[config.mk]
export PLATFORM = sky130hd
export DESIGN_NAME = pipe_seq_ctrl
export DESIGN_NICKNAME = d
export VERILOG_FILES = /design/src/rtl/rnbip_pkg.sv /design/src/rtl/pipe_hazard_unit.sv /design/src/rtl/pipe_seq_ctrl.sv
export SDC_FILE = /design/constraint.sdc
export NUM_CORES = 1
export LEC_CHECK = 0
export CAP_MARGIN = 30
export CORE_AREA = 5 5 98 100
export CTS_CLUSTER_DIAMETER = 150
export DETAILED_ROUTE_END_ITERATION = 7
export DIE_AREA = 0 0 103 105
export PLACE_DENSITY = 0.83
export SYNTH_ARGS = -nofsm -noshare
export SYNTH_HDL_FRONTEND = slang
export SYNTH_SLANG_ARGS = --single-unit
[constraint.sdc]
create_clock -name clk -period 3.2 [get_ports clk]
set_clock_uncertainty 0.05 [all_clocks]
set_input_delay 0.64 -clock clk [delete_from_list [all_inputs] [get_ports clk]]
set_output_delay 0.64 -clock clk [all_outputs]
set_load 0.02 [all_outputs]
[src/rtl/rnbip_pkg.sv]
// Shared types for the RNBIP sequencing pipeline: the per-stage instruction
// record and the forwarding-select constant that means "use the register array".
package rnbip_pkg;

    // Record fields are sized for the widest supported core; narrower
    // instances zero-extend on entry and slice on exit.
    localparam int PKG_DW  = 16;
    localparam int PKG_AW  = 5;
    localparam int PKG_OPW = 16;

    localparam logic [2:0] FWD_RF = 3'd0;

    typedef struct packed {
        logic               valid;
        logic [PKG_OPW-1:0] opcode;
        logic [PKG_DW-1:0]  npc;
        logic [PKG_DW-1:0]  operand;
        logic [PKG_AW-1:0]  rs_addr;
        logic               rs_use;
        logic [PKG_AW-1:0]  rd_addr;
        logic               rd_we;
        logic               rd_mem;
    } stage_rec_t;

    // A producer sitting in stage j is forwarded with select j-1.
    function automatic logic [2:0] stage_to_fwd(input int j);
        return 3'(j - 1);
    endfunction

endpackage

[src/rtl/pipe_hazard_unit.sv]
// RAW hazard detection for the decode stage: compares its source register
// against the destinations of stages 2..STAGES-1 and picks forward or stall.
module pipe_hazard_unit
    import rnbip_pkg::*;
#(
    parameter int STAGES = 3,
    parameter bit FWD_EN = 1'b1
) (
    input  stage_rec_t [STAGES:1] stg,
    output logic                  stall,
    output logic [2:0]            fwd_sel
);

    logic unused_fields;
    assign unused_fields = ^stg;

    // Walk from oldest to youngest so the youngest matching producer ends up
    // deciding the result. The execute stage is skipped: its write lands in
    // the write-first register array this same cycle.
    always_comb begin
        stall   = 1'b0;
        fwd_sel = FWD_RF;
        for (int j = STAGES - 1; j >= 2; j--) begin
            if (stg[1].valid && stg[1].rs_use && stg[j].valid && stg[j].rd_we &&
                (stg[j].rd_addr == stg[1].rs_addr)) begin
                if (FWD_EN && !stg[j].rd_mem) begin
                    stall   = 1'b0;
                    fwd_sel = stage_to_fwd(j);
                end else begin
                    stall   = 1'b1;
                    fwd_sel = FWD_RF;
                end
            end
        end
    end

endmodule

[src/rtl/pipe_seq_ctrl.sv]
// Parametrised instruction-sequencing pipeline: carries fetched fields through
// STAGES registers, forwards or stalls on RAW hazards, flushes on taken branches.
module pipe_seq_ctrl
    import rnbip_pkg::*;
#(
    parameter int DW     = 8,
    parameter int AW     = 3,
    parameter int OPW    = 8,
    parameter int STAGES = 3,
    parameter bit FWD_EN = 1'b1,
    parameter int CNTW   = 16
) (
    input  logic            clk,
    input  logic            rst,
    input  logic            if_valid,
    output logic            if_ready,
    input  logic [OPW-1:0]  if_opcode,
    input  logic [DW-1:0]   if_npc,
    input  logic [DW-1:0]   if_operand,
    input  logic [AW-1:0]   if_rs_addr,
    input  logic            if_rs_use,
    input  logic [AW-1:0]   if_rd_addr,
    input  logic            if_rd_we,
    input  logic            if_rd_mem,
    input  logic            br_taken,
    output logic            ex_valid,
    output logic [OPW-1:0]  ex_opcode,
    output logic [DW-1:0]   ex_npc,
    output logic [DW-1:0]   ex_operand,
    output logic [AW-1:0]   ex_rd_addr,
    output logic            ex_rd_we,
    output logic [2:0]      fwd_sel,
    output logic            stall,
    output logic [CNTW-1:0] stall_cnt,
    output logic [CNTW-1:0] flush_cnt
);

    if (STAGES < 2 || STAGES > 5) begin : g_bad_stages
        $error("pipe_seq_ctrl: STAGES must be in 2..5");
    end
    if (DW > PKG_DW || AW > PKG_AW || OPW > PKG_OPW) begin : g_bad_widths
        $error("pipe_seq_ctrl: field width exceeds stage record width");
    end

    stage_rec_t [STAGES:1] stg;
    stage_rec_t            fetch_rec;
    logic                  haz_stall;
    logic [2:0]            haz_fwd;
    logic                  accept;

    pipe_hazard_unit #(
        .STAGES (STAGES),
        .FWD_EN (FWD_EN)
    ) u_hazard (
        .stg     (stg),
        .stall   (haz_stall),
        .fwd_sel (haz_fwd)
    );

    assign stall    = haz_stall;
    assign fwd_sel  = haz_fwd;
    assign if_ready = !rst && !haz_stall && !br_taken;
    assign accept   = if_valid && if_ready;

    always_comb begin
        fetch_rec         = '0;
        fetch_rec.valid   = 1'b1;
        fetch_rec.opcode  = PKG_OPW'(if_opcode);
        fetch_rec.npc     = PKG_DW'(if_npc);
        fetch_rec.operand = PKG_DW'(if_operand);
        fetch_rec.rs_addr = PKG_AW'(if_rs_addr);
        fetch_rec.rs_use  = if_rs_use;
        fetch_rec.rd_addr = PKG_AW'(if_rd_addr);
        fetch_rec.rd_we   = if_rd_we;
        fetch_rec.rd_mem  = if_rd_mem;
    end

    // A taken branch kills everything younger than execute; execute itself
    // retires at the same edge, so the whole pipe comes out empty.
    for (genvar k = 1; k <= STAGES; k++) begin : g_stage
        stage_rec_t q;
        if (k == 1) begin : g_decode
            always_ff @(posedge clk) begin
                if (rst || br_taken) q <= '0;
                else if (!haz_stall) q <= accept ? fetch_rec : '0;
            end
        end else if (k == 2) begin : g_bubble
            always_ff @(posedge clk) begin
                if (rst || br_taken || haz_stall) q <= '0;
                else q <= stg[1];
            end
        end else begin : g_shift
            always_ff @(posedge clk) begin
                if (rst || br_taken) q <= '0;
                else q <= stg[k-1];
            end
        end
        assign stg[k] = q;
    end

    // A flush overrides a coincident stall, so only one counter moves per cycle.
    always_ff @(posedge clk) begin
        if (rst) begin
            stall_cnt <= '0;
            flush_cnt <= '0;
        end else if (br_taken) begin
            if (flush_cnt != '1) flush_cnt <= flush_cnt + 1'b1;
        end else if (haz_stall) begin
            if (stall_cnt != '1) stall_cnt <= stall_cnt + 1'b1;
        end
    end

    assign ex_valid   = stg[STAGES].valid;
    assign ex_opcode  = stg[STAGES].valid ? stg[STAGES].opcode[OPW-1:0] : '0;
    assign ex_npc     = stg[STAGES].npc[DW-1:0];
    assign ex_operand = stg[STAGES].operand[DW-1:0];
    assign ex_rd_addr = stg[STAGES].rd_addr[AW-1:0];
    assign ex_rd_we   = stg[STAGES].valid && stg[STAGES].rd_we;

endmodule

==> metrics.csv, run 1 <==
stage,metric,value,unit
run_status,outcome,"finished, final reports clean",
final_layout,fin_util,0.694,
global_route,gr-total-overflow,0,
timing,finalSetupViolCount,0,
critical_path,cp_cell_sequence,"clkdlybuf4s50_1, or2_2, a31oi_2, clkdlybuf4s50_1",
timing,fin_setup_tns,0,ns
clock_network,cts_root_buf,clkbuf_8,
timing,final.setup.worst_slack,0.171,ns
synth,ys.flop_type,dfxtp_1,
clock_network,htree_num_levels,4,
synth,ys_ff_latch,125,
hold_path,min_path_cells,1,
synth,async_reset_ff_frac,0,
placed_design,place_congestion,0.848,
hold_path,min_to,ex_operand[5],
placed_design,preCtsSetupSlack,0.187,ns
critical_path,end_kind,primary output,
critical_path,cp-start-kind,primary input,
power_and_ir_drop,power_density,565,mW/mm2
critical_path,worstPathArrival,2.34,ns
floorplan,core_area,0.00859,mm2
critical_path,slowest_stage,clkdlybuf4s50_1,
critical_path,ff2ff_setup_slack,0.89,ns
route,via_per_inst,5.31,
final_layout,nNetsFinal,559,
clock_network,clk_pin_slew,0.06,ns
power_and_ir_drop,p_total,3.37,mW
placed_design,dpl_cell_area,0.00543,mm2
route,antenna_left,0,
global_route,grtUsageTotal,0.189,
timing,report.final.slew_viol_count,0,
critical_path,crit_top_cell,clkdlybuf4s50_1,
placed_design,hpwl,6.67,mm
global_route,grt_max_degree,36,
hold_path,hp-class,flop to flop,
critical_path,required,2.51,ns
floorplan,die_x,103,um
hold_path,worstHoldStart,g_stage[2].q[18],
clock_network,numCtsBuffers,17,
timing,tightest_slew,0.961,ns
power_and_ir_drop,peakVddDrop,0.313,mV
floorplan,die_area,0.0108,mm2
clock_network,clock_latency,0.50,ns
clock_network,cts_tree,yes,
route,wirelength,9.71,mm
clock_network,cts_buffer_depth,2,
timing,timing.final.crit_share,0.946,
route,drc,0,
final_layout,diodes,0,
timing,finalCriticalPeriod,3.03,ns
critical_path,setup.worst_path.class,primary input to primary output,
placed_design,io_buffers,100,
final_layout,final_area,0.00596,mm2
floorplan,initial_core_util,0.521,
critical_path,ff2ff_path_depth,6,
power_and_ir_drop,p_leak,2.23,nW
final_layout,nFillCells,636,
timing,rsz0062_at_grt,no,
timing,hold_violations,0,
global_route,grt_pass1_wl,16.2,mm
timing,slew_headroom,0.353,
synth,seq_area_frac_synth,0.559,
route,drt-initial-drc-count,129,
floorplan,placementRows,34,
floorplan,die_h,105,um
critical_path,cp_max_fo,4,
final_layout,layout-drive-gt1-share,0.0976,
timing,max_freq,0.330,GHz
synth,synth.cell_area,0.00448,mm2
critical_path,max_stage_delay,0.66,ns
synth,syn_inst,433,
synth,synth_warnings,0,
route,dr.pass1.iters,4,
synth,ys_types,42,
route,drt-wirelength-per-cell,15.2,um
synth,avgSynthCellArea,10.3,um2
global_route,antenna_found_initial,0,
run,drv_cap,0,
route,dr_total_vias,3402,
final_layout,area_delta_synth_final,33.1,%
global_route,grt_pass1_vias,3347,
clock_network,clock_sinks,125,
critical_path,rr_startpoint,flush_cnt[0],
synth,synth_edf_count,0,
critical_path,timing.rr.end,flush_cnt[7],
floorplan,ios,103,
report_power, final:
| part | internal [mW] | total, mW | switching (mW) |
|---|---|---|---|
| logic | 0.0665 | 0.117 | 0.0509 |
| clock network | 0.989 | 1.67 | 0.676 |
| registers | 1.58 | 1.59 | 0.0115 |
| total | 2.63 | 3.37 | 0.739 |
layer usage:
metal / part of all wire / vias up / track usage
met2: 0.53 / 100 / 0.318
met4: 0.018 / 0 / 0.0814
li1: - / 1660 / -
met5: 0 / - / 0
met3: 0.051 / 16 / 0.0446
met1: 0.40 / 1626 / 0.227
worst max-delay path by stage:
stage,end,cells past startpoint,start,slack (ns)
after floorplan,if_ready,4,rst,0.81
after global placement,if_ready,4,rst,0.19
after detailed placement,if_ready,4,rst,0.19
after CTS,stall,5,g_stage[1].q[9],0.07
after global routing,if_ready,4,g_stage[1].q[8],0.07
final,if_ready,4,rst,0.17
cell type report:
class                   instances  area, um2  area share
multi-input cells             264       1720       0.289
clock inverters                13       90.1      0.0151
inverters                       5       18.8     0.00315
flip-flops and latches        125       2500       0.420
well taps                     108        135      0.0227
clock buffers                  19        442      0.0741
repair buffers                107       1050       0.177
cell usage in the layout (no fill, tap or decap), drive strengths merged, types with 3 or more instances in the layout:
master         Yosys  final
nand4             12     12
or3                7      7
xor2               8      8
dfxtp            125    125
or2                4      4
buf               26      7
and2              69     69
clkinvlp           0      4
a31oi              3      3
a21oi             13     13
nor4               5      5
nor2              28     28
clkdlybuf4s50      0    100
nand2             15     15
clkbuf            13     19
xnor2              8      8
and3               3      3
clkinv             0      7
nor4b              4      4
o21ai              4      4
nand3             14     14
o31ai              7      7
a22o              32     32
nor3               5      5
inv                5      7
or4                8      8
timing repair:
action,CTS,global route
setup buffers,0,0
endpoints found under the setup margin,0,1
endpoints found under the hold margin,0,0
gates resized for setup,0,1
hold buffers,0,0
metrics by stage:
stage / hold WS, ns / cells
floorplan: 0.356 / 434
global placement: 0.358 / 609
detailed placement: 0.360 / 609
CTS: 0.374 / 641
global route: 0.395 / 641
finish: 0.374 / 641
sequential cells by signal (all words and copies together) (netlist names):
name / count
ex_valid: 1
flush_cnt: 16
ex_rd_addr: 3
ex_operand: 8
g_stage.q: 73
ex_npc: 8
stall_cnt: 16
synthesized netlist by cell type, drive strengths merged (2+ instances only):
| cell | n | area, um2 |
|---|---|---|
| a311oi | 2 | 17.5 |
| nor4 | 5 | 31.3 |
| a21oi | 13 | 65.1 |
| buf | 26 | 185 |
| and2 | 69 | 432 |
| or4 | 8 | 60.1 |
| and3 | 3 | 18.8 |
| ha | 2 | 25.0 |
| xor2 | 8 | 70.1 |
| clkbuf | 13 | 58.8 |
| or2 | 4 | 25.0 |
| dfxtp | 125 | 2500 |
| nor2 | 28 | 105 |
| or3 | 7 | 45.1 |
| nand3 | 14 | 75.1 |
| xnor2 | 8 | 70.1 |
| o21ai | 4 | 20.0 |
| nand4 | 12 | 75.1 |
| o31ai | 7 | 52.6 |
| inv | 5 | 18.8 |
| mux2i | 2 | 20.0 |
| a31oi | 3 | 18.8 |
| nor4b | 4 | 50.1 |
| a22o | 32 | 282 |
| nor3 | 5 | 25.0 |
| nand2 | 15 | 56.3 |
cell families after synthesis:
group | count (synthesis) | synth area share
mux | 3 | 0.00698
flops | 125 | 0.559
xor+xnor | 16 | 0.0313
buf+inv | 45 | 0.0606
compound gates | 63 | 0.106
fa+ha+maj | 2 | 0.00558
simple gates | 178 | 0.231
other cells | 1 | 0.000837
critical path: cells and delay by family:
family | cells | cell delay, ns
simple gates | 1 | 0.36
compound gates | 1 | 0.25
buf+inv | 2 | 1.08
No activity file was read; power rests on OpenSTA's default activity.
==> inputs of run 2 (changes only) <==
Settings changed: CORE_AREA 5 5 98 100 to 5 5 106 108, DIE_AREA 0 0 103 105 to 0 0 111 113, PLACE_DENSITY 0.83 to 0.72, SLEW_MARGIN set to 20.
==> run 2 against run 1 <==
Routed wire length is 4.4% lower. Non-clock buffer count stayed put. Global-route usage is 3.5 points lower. Worst setup slack better by 0.035 ns. Total power is 2.8% higher. Critical endpoint unchanged. Combinational power hardly changed. Sequential share of layout area is 0.49 points lower. Final cell count is 4.2% higher. Highest routed layer unchanged. Sequential power hardly changed. Register-to-register slack better by 0.10 ns.
==> metrics.csv, run 2 (synthesis gave the netlist of run 1 again) <==
stage,metric,value,unit
power_and_ir_drop,power_density,574,mW/mm2
final_layout,nNetsFinal,559,
global_route,grt_pass1_wl,15.7,mm
power_and_ir_drop,swShare,0.216,
floorplan,die_x,111,um
floorplan,placementRows,37,
final_layout,fin_cells,668,
timing,finalSetupViolCount,0,
final_layout,top_register,g_stage.q,
route,via_per_inst,4.95,
final_layout,area_delta_synth_final,34.7,%
floorplan,ios,103,
timing,hold_violations,0,
route,drt-wirelength-per-cell,13.9,um
placed_design,hpwl,6.33,mm
floorplan,core_area,0.0101,mm2
critical_path,cp-start-kind,primary input,
timing,final.setup.worst_slack,0.206,ns
power_and_ir_drop,clkPwrFrac,0.508,
final_layout,largest_reg_flops,73,
placed_design,io_buffers,100,
clock_network,cts_buffer_depth,2,
hold_path,hp-class,flop to flop,
run,drv_cap,0,
clock_network,cts-resized-gates,0,
global_route,grtUsageTotal,0.154,
power_and_ir_drop,power_frac_comb,0.034,
route,drc,0,
clock_network,clock_sinks,125,
final_layout,reg_top3,"g_stage.q: 73 flops, flush_cnt: 16 flops, stall_cnt: 16 flops",
global_route,gr-total-overflow,0,
timing,finalCriticalPeriod,2.99,ns
route,dr.pass1.iters,4,
critical_path,cp_max_fo,4,
clock_network,cts_setup_buffers,0,
timing,rsz0062_at_grt,no,
clock_network,clock_latency,0.50,ns
critical_path,end_kind,primary output,
power_and_ir_drop,p_leak,2.24,nW
power_and_ir_drop,p_seq_frac,0.458,
route,drt-initial-drc-count,137,
power_and_ir_drop,p_sw,0.749,mW
final_layout,fin_util,0.595,
timing,fin_setup_tns,0,ns
global_route,antenna_found_initial,0,
global_route,grt_pass1_vias,3235,
timing,max_freq,0.334,GHz
clock_network,numCtsBuffers,17,
final_layout,diodes,0,
clock_network,cts_root_buf,clkbuf_8,
critical_path,setup.worst_path.class,primary input to primary output,
timing,report.final.slew_viol_count,0,
timing,slew_headroom,0.387,
global_route,grt_max_degree,36,
power_and_ir_drop,peakVddDrop,0.324,mV
clock_network,postCtsHoldBufs,0,
power_and_ir_drop,p_int,2.72,mW
final_layout,layout_commonest_cell,dfxtp_1,
final_layout,layout-drive-gt1-share,0.0959,
timing,timing.final.crit_share,0.935,
route,antenna_left,0,
clock_network,htree_num_levels,4,
timing,tightest_slew,0.911,ns
clock_network,clk_pin_slew,0.06,ns
placed_design,place_congestion,0.813,
floorplan,die_area,0.0125,mm2
final_layout,mostFrequentLayoutCells,"dfxtp_1 (125), clkdlybuf4s50_1 (100), and2_1 (69), a22o_1 (31), nor2_1 (26)",
critical_path,worstPathArrival,2.30,ns
run_status,outcome,"finished, final reports clean",
route,wirelength,9.28,mm
placed_design,preCtsSetupSlack,0.173,ns
critical_path,required,2.51,ns
floorplan,initial_core_util,0.442,
floorplan,die_h,113,um
clock_network,cts_tree,yes,
final_layout,nFillCells,873,
placed_design,place_inst,636,
route,dr_total_vias,3306,
run 2: changes by cell type in the layout (fill, tap and decap cells not counted):
cell	delta
clkinv_4	+2
clkinvlp_4	-1
clkbuf_2	+1
clkinv_2	-3
bufinv_16	+1
buf_12	+1
buf_4	-2
run 2: through the flow:
stage / total power [mW] / cell area [um2] / hold slack (ns)
after CTS: 3.50 / 6030 / 0.373
after global routing: 3.60 / 6030 / 0.387
after floorplan: 1.67 / 4480 / 0.356
after global placement: 1.74 / 5470 / 0.359
after detailed placement: 1.74 / 5470 / 0.362
final: 3.46 / 6030 / 0.369
run 2: cell type report:
cell class	instances	area, um2	area share
Clock inverter	12	115	0.0191
Tap cell	136	170	0.0282
Timing Repair Buffer	107	1060	0.176
Sequential cell	125	2500	0.415
Clock buffer	19	442	0.0732
Multi-Input combinational cell	264	1720	0.285
Inverter	5	18.8	0.00311
run 2: routing by layer:
metal | track usage | up-vias | routed length [um]
met5 | 0 | - | 0
met4 | 0.0747 | 0 | 265
met1 | 0.185 | 1541 | 4230
met2 | 0.256 | 75 | 4460
li1 | - | 1666 | -
met3 | 0.0406 | 24 | 336
run 2: worst paths after layout:
kind	start	to	slack (ns)	depth (start not counted)
hold reg to reg	g_stage[2].q[47]	g_stage[3].q[47]	0.37	1
setup reg to reg	flush_cnt[0]	flush_cnt[7]	0.99	6
hold / removal	g_stage[2].q[47]	g_stage[3].q[47]	0.37	1
setup / recovery	rst	if_ready	0.21	4
run 2: worst max-delay path, stage by stage:
cell,delay (ns)
clkdlybuf4s50_1,0.41
or2_2,0.36
a31oi_2,0.22
clkdlybuf4s50_1,0.66
run 2: power by group through the flow:
stage	Sequential, mW	Clock, mW	Combinational (mW)
floorplan	1.62	0	0.0520
global placement	1.62	0	0.119
detailed placement	1.62	0	0.120
CTS	1.59	1.79	0.121
global route	1.59	1.88	0.130
finish	1.59	1.76	0.119
==> inputs of run 3 (changes only) <==
Settings changed: CELL_PAD_IN_SITES_DETAIL_PLACEMENT set to 0, CELL_PAD_IN_SITES_GLOBAL_PLACEMENT set to 1, CORE_AREA 5 5 106 108 to 5 5 111 113, DIE_AREA 0 0 111 113 to 0 0 116 118, MAX_ROUTING_LAYER set to met4, PLACE_DENSITY 0.72 to unset, PLACE_DENSITY_LB_ADDON set to 0.1.
==> run 3 against run 2 <==
Via count is 0.48% lower. Worst hold slack improved by 0.0039 ns. Sequential share of layout area is 0.59 points lower. Global-route usage decreased by 0.17 points. Sequential power about the same. Die area up 9.1%. Total power up 5.7%. Fmax fell by 1.8%. Utilization fell by 5.0 points. Combinational power about the same. Final cell count rose by 1.2%. Critical path type unchanged. Critical endpoint unchanged. Largest cell class unchanged. Highest routed layer unchanged.
==> metrics.csv, run 3 (synthesis gave the netlist of run 1 again) <==
stage,metric,value,unit
critical_path,cp_max_fo,9,
route,drt-initial-drc-count,139,
final_layout,area_delta_synth_final,36.6,%
critical_path,end_kind,primary output,
route,drt-wirelength-per-cell,14.1,um
timing,report.final.slew_viol_count,0,
route,wirelength,9.51,mm
clock_network,htree_num_levels,4,
critical_path,slowest_stage,clkdlybuf4s50_1,
critical_path,timing.rr.end,flush_cnt[5],
floorplan,placementRows,39,
global_route,grtUsageTotal,0.152,
timing,max_freq,0.328,GHz
final_layout,largest_reg_flops,73,
critical_path,worst-path-buf-inv,3,
critical_path,critical_path_depth,5,
clock_network,cts_tree,yes,
critical_path,setup.worst_path.class,primary input to primary output,
timing,slew_headroom,0.318,
timing,tightest_slew,1.01,ns
placed_design,preCtsSetupSlack,0.133,ns
floorplan,die_x,116,um
critical_path,cp-start-kind,primary input,
clock_network,cts_root_buf,clkbuf_16,
critical_path,ff2ff_setup_slack,0.87,ns
placed_design,place_congestion,0.769,
floorplan,die_h,118,um
timing,finalCriticalPeriod,3.05,ns
power_and_ir_drop,p_leak,2.27,nW
final_layout,top_register,g_stage.q,
floorplan,die_area,0.0137,mm2
final_layout,mostFrequentLayoutCells,"dfxtp_1 (125), clkdlybuf4s50_1 (100), and2_1 (69), a22o_1 (31), nor2_1 (26)",
final_layout,layout-drive-gt1-share,0.0994,
power_and_ir_drop,peakVddDrop,0.293,mV
route,via_per_inst,4.87,
route,dr_total_vias,3290,
floorplan,core_area,0.0112,mm2
clock_network,cts_setup_buffers,0,
final_layout,nNetsFinal,560,
global_route,antenna_found_initial,0,
placed_design,place_inst,644,
critical_path,cp_cell_sequence,"clkdlybuf4s50_1, or2_2, a31oi_2, buf_4, clkdlybuf4s50_1",
floorplan,initial_core_util,0.399,
timing,rsz0062_at_grt,no,
clock_network,postCtsHoldBufs,0,
clock_network,clock_latency,0.40,ns
critical_path,required,2.51,ns
clock_network,cts_buffer_depth,2,
power_and_ir_drop,power_density,598,mW/mm2
final_layout,reg_top3,"g_stage.q: 73 flops, flush_cnt: 16 flops, stall_cnt: 16 flops",
clock_network,clk_pin_slew,0.06,ns
final_layout,nFillCells,1036,
critical_path,critical_path.top_delay_family,buffers and inverters,
final_layout,fin_cells,676,
critical_path,worstPathArrival,2.36,ns
timing,finalSetupViolCount,0,
critical_path,crit_top_cell,clkdlybuf4s50_1,
placed_design,hpwl,6.46,mm
global_route,grt_pass1_vias,3252,
clock_network,cts-resized-gates,0,
clock_network,numCtsBuffers,17,
route,antenna_left,0,
global_route,gr-total-overflow,0,
critical_path,rr_startpoint,flush_cnt[0],
run,drv_cap,0,
critical_path,crit_end,if_ready,
route,dr.pass1.iters,4,
timing,final.setup.worst_slack,0.151,ns
clock_network,clock_sinks,125,
global_route,grt_max_degree,36,
critical_path,crit_start,rst,
critical_path,max_stage_delay,0.60,ns
timing,hold_ws,0.373,ns
timing,fin_setup_tns,0,ns
timing,timing.final.crit_share,0.953,
final_layout,layout_commonest_cell,dfxtp_1,
final_layout,diodes,0,
timing,hold_violations,0,
floorplan,ios,103,
run_status,outcome,"finished, final reports clean",
global_route,grt_pass1_wl,16.0,mm
route,drc,0,
hold_path,hp-class,flop to flop,
critical_path,ff2ff_path_depth,6,
placed_design,io_buffers,100,
## run 3: routing by layer
metal	GRT usage	routed length (um)	vias up
met5	-	0	-
met4	0.0645	176	0
met3	0.0447	470	16
met2	0.231	4450	77
met1	0.187	4410	1528
li1	-	-	1669
## run 3: final cells by class
type,instances,area [um2],area share
clock inverter,12,161,0.0264
sequential,125,2500,0.409
tap,143,179,0.0292
clock buffer,19,453,0.0740
inverter,5,18.8,0.00307
multi-input combinational,264,1730,0.282
timing repair buffer,108,1080,0.176
## run 3: metrics by stage
| stage | utilization | instance area [um2] | power, mW |
|---|---|---|---|
| 6_report | 0.545 | 6120 | 3.66 |
| 5_1_grt | 0.545 | 6120 | 3.81 |
| 3_3_place_gp | 0.489 | 5490 | 1.74 |
| 2_1_floorplan | - | 4480 | 1.67 |
| 4_1_cts | 0.544 | 6100 | 3.71 |
| 3_5_place_dp | 0.489 | 5490 | 1.74 |
## run 3: worst min path at each step
stage	cells after the start	start	slack (ns)	end
after floorplan	1	g_stage[2].q[29]	0.36	ex_npc[0]
after global placement	1	g_stage[2].q[31]	0.36	ex_npc[2]
after detailed placement	1	g_stage[2].q[29]	0.36	ex_npc[0]
after CTS	1	g_stage[2].q[29]	0.37	ex_npc[0]
after global routing	1	g_stage[2].q[32]	0.39	ex_npc[3]
final	1	g_stage[2].q[18]	0.37	ex_operand[5]
## run 3: power by group
part / switching, mW / internal, mW / total (mW)
combinational: 0.0525 / 0.0684 / 0.121
sequential: 0.0103 / 1.58 / 1.59
clock: 0.687 / 1.27 / 1.95
total: 0.749 / 2.91 / 3.66
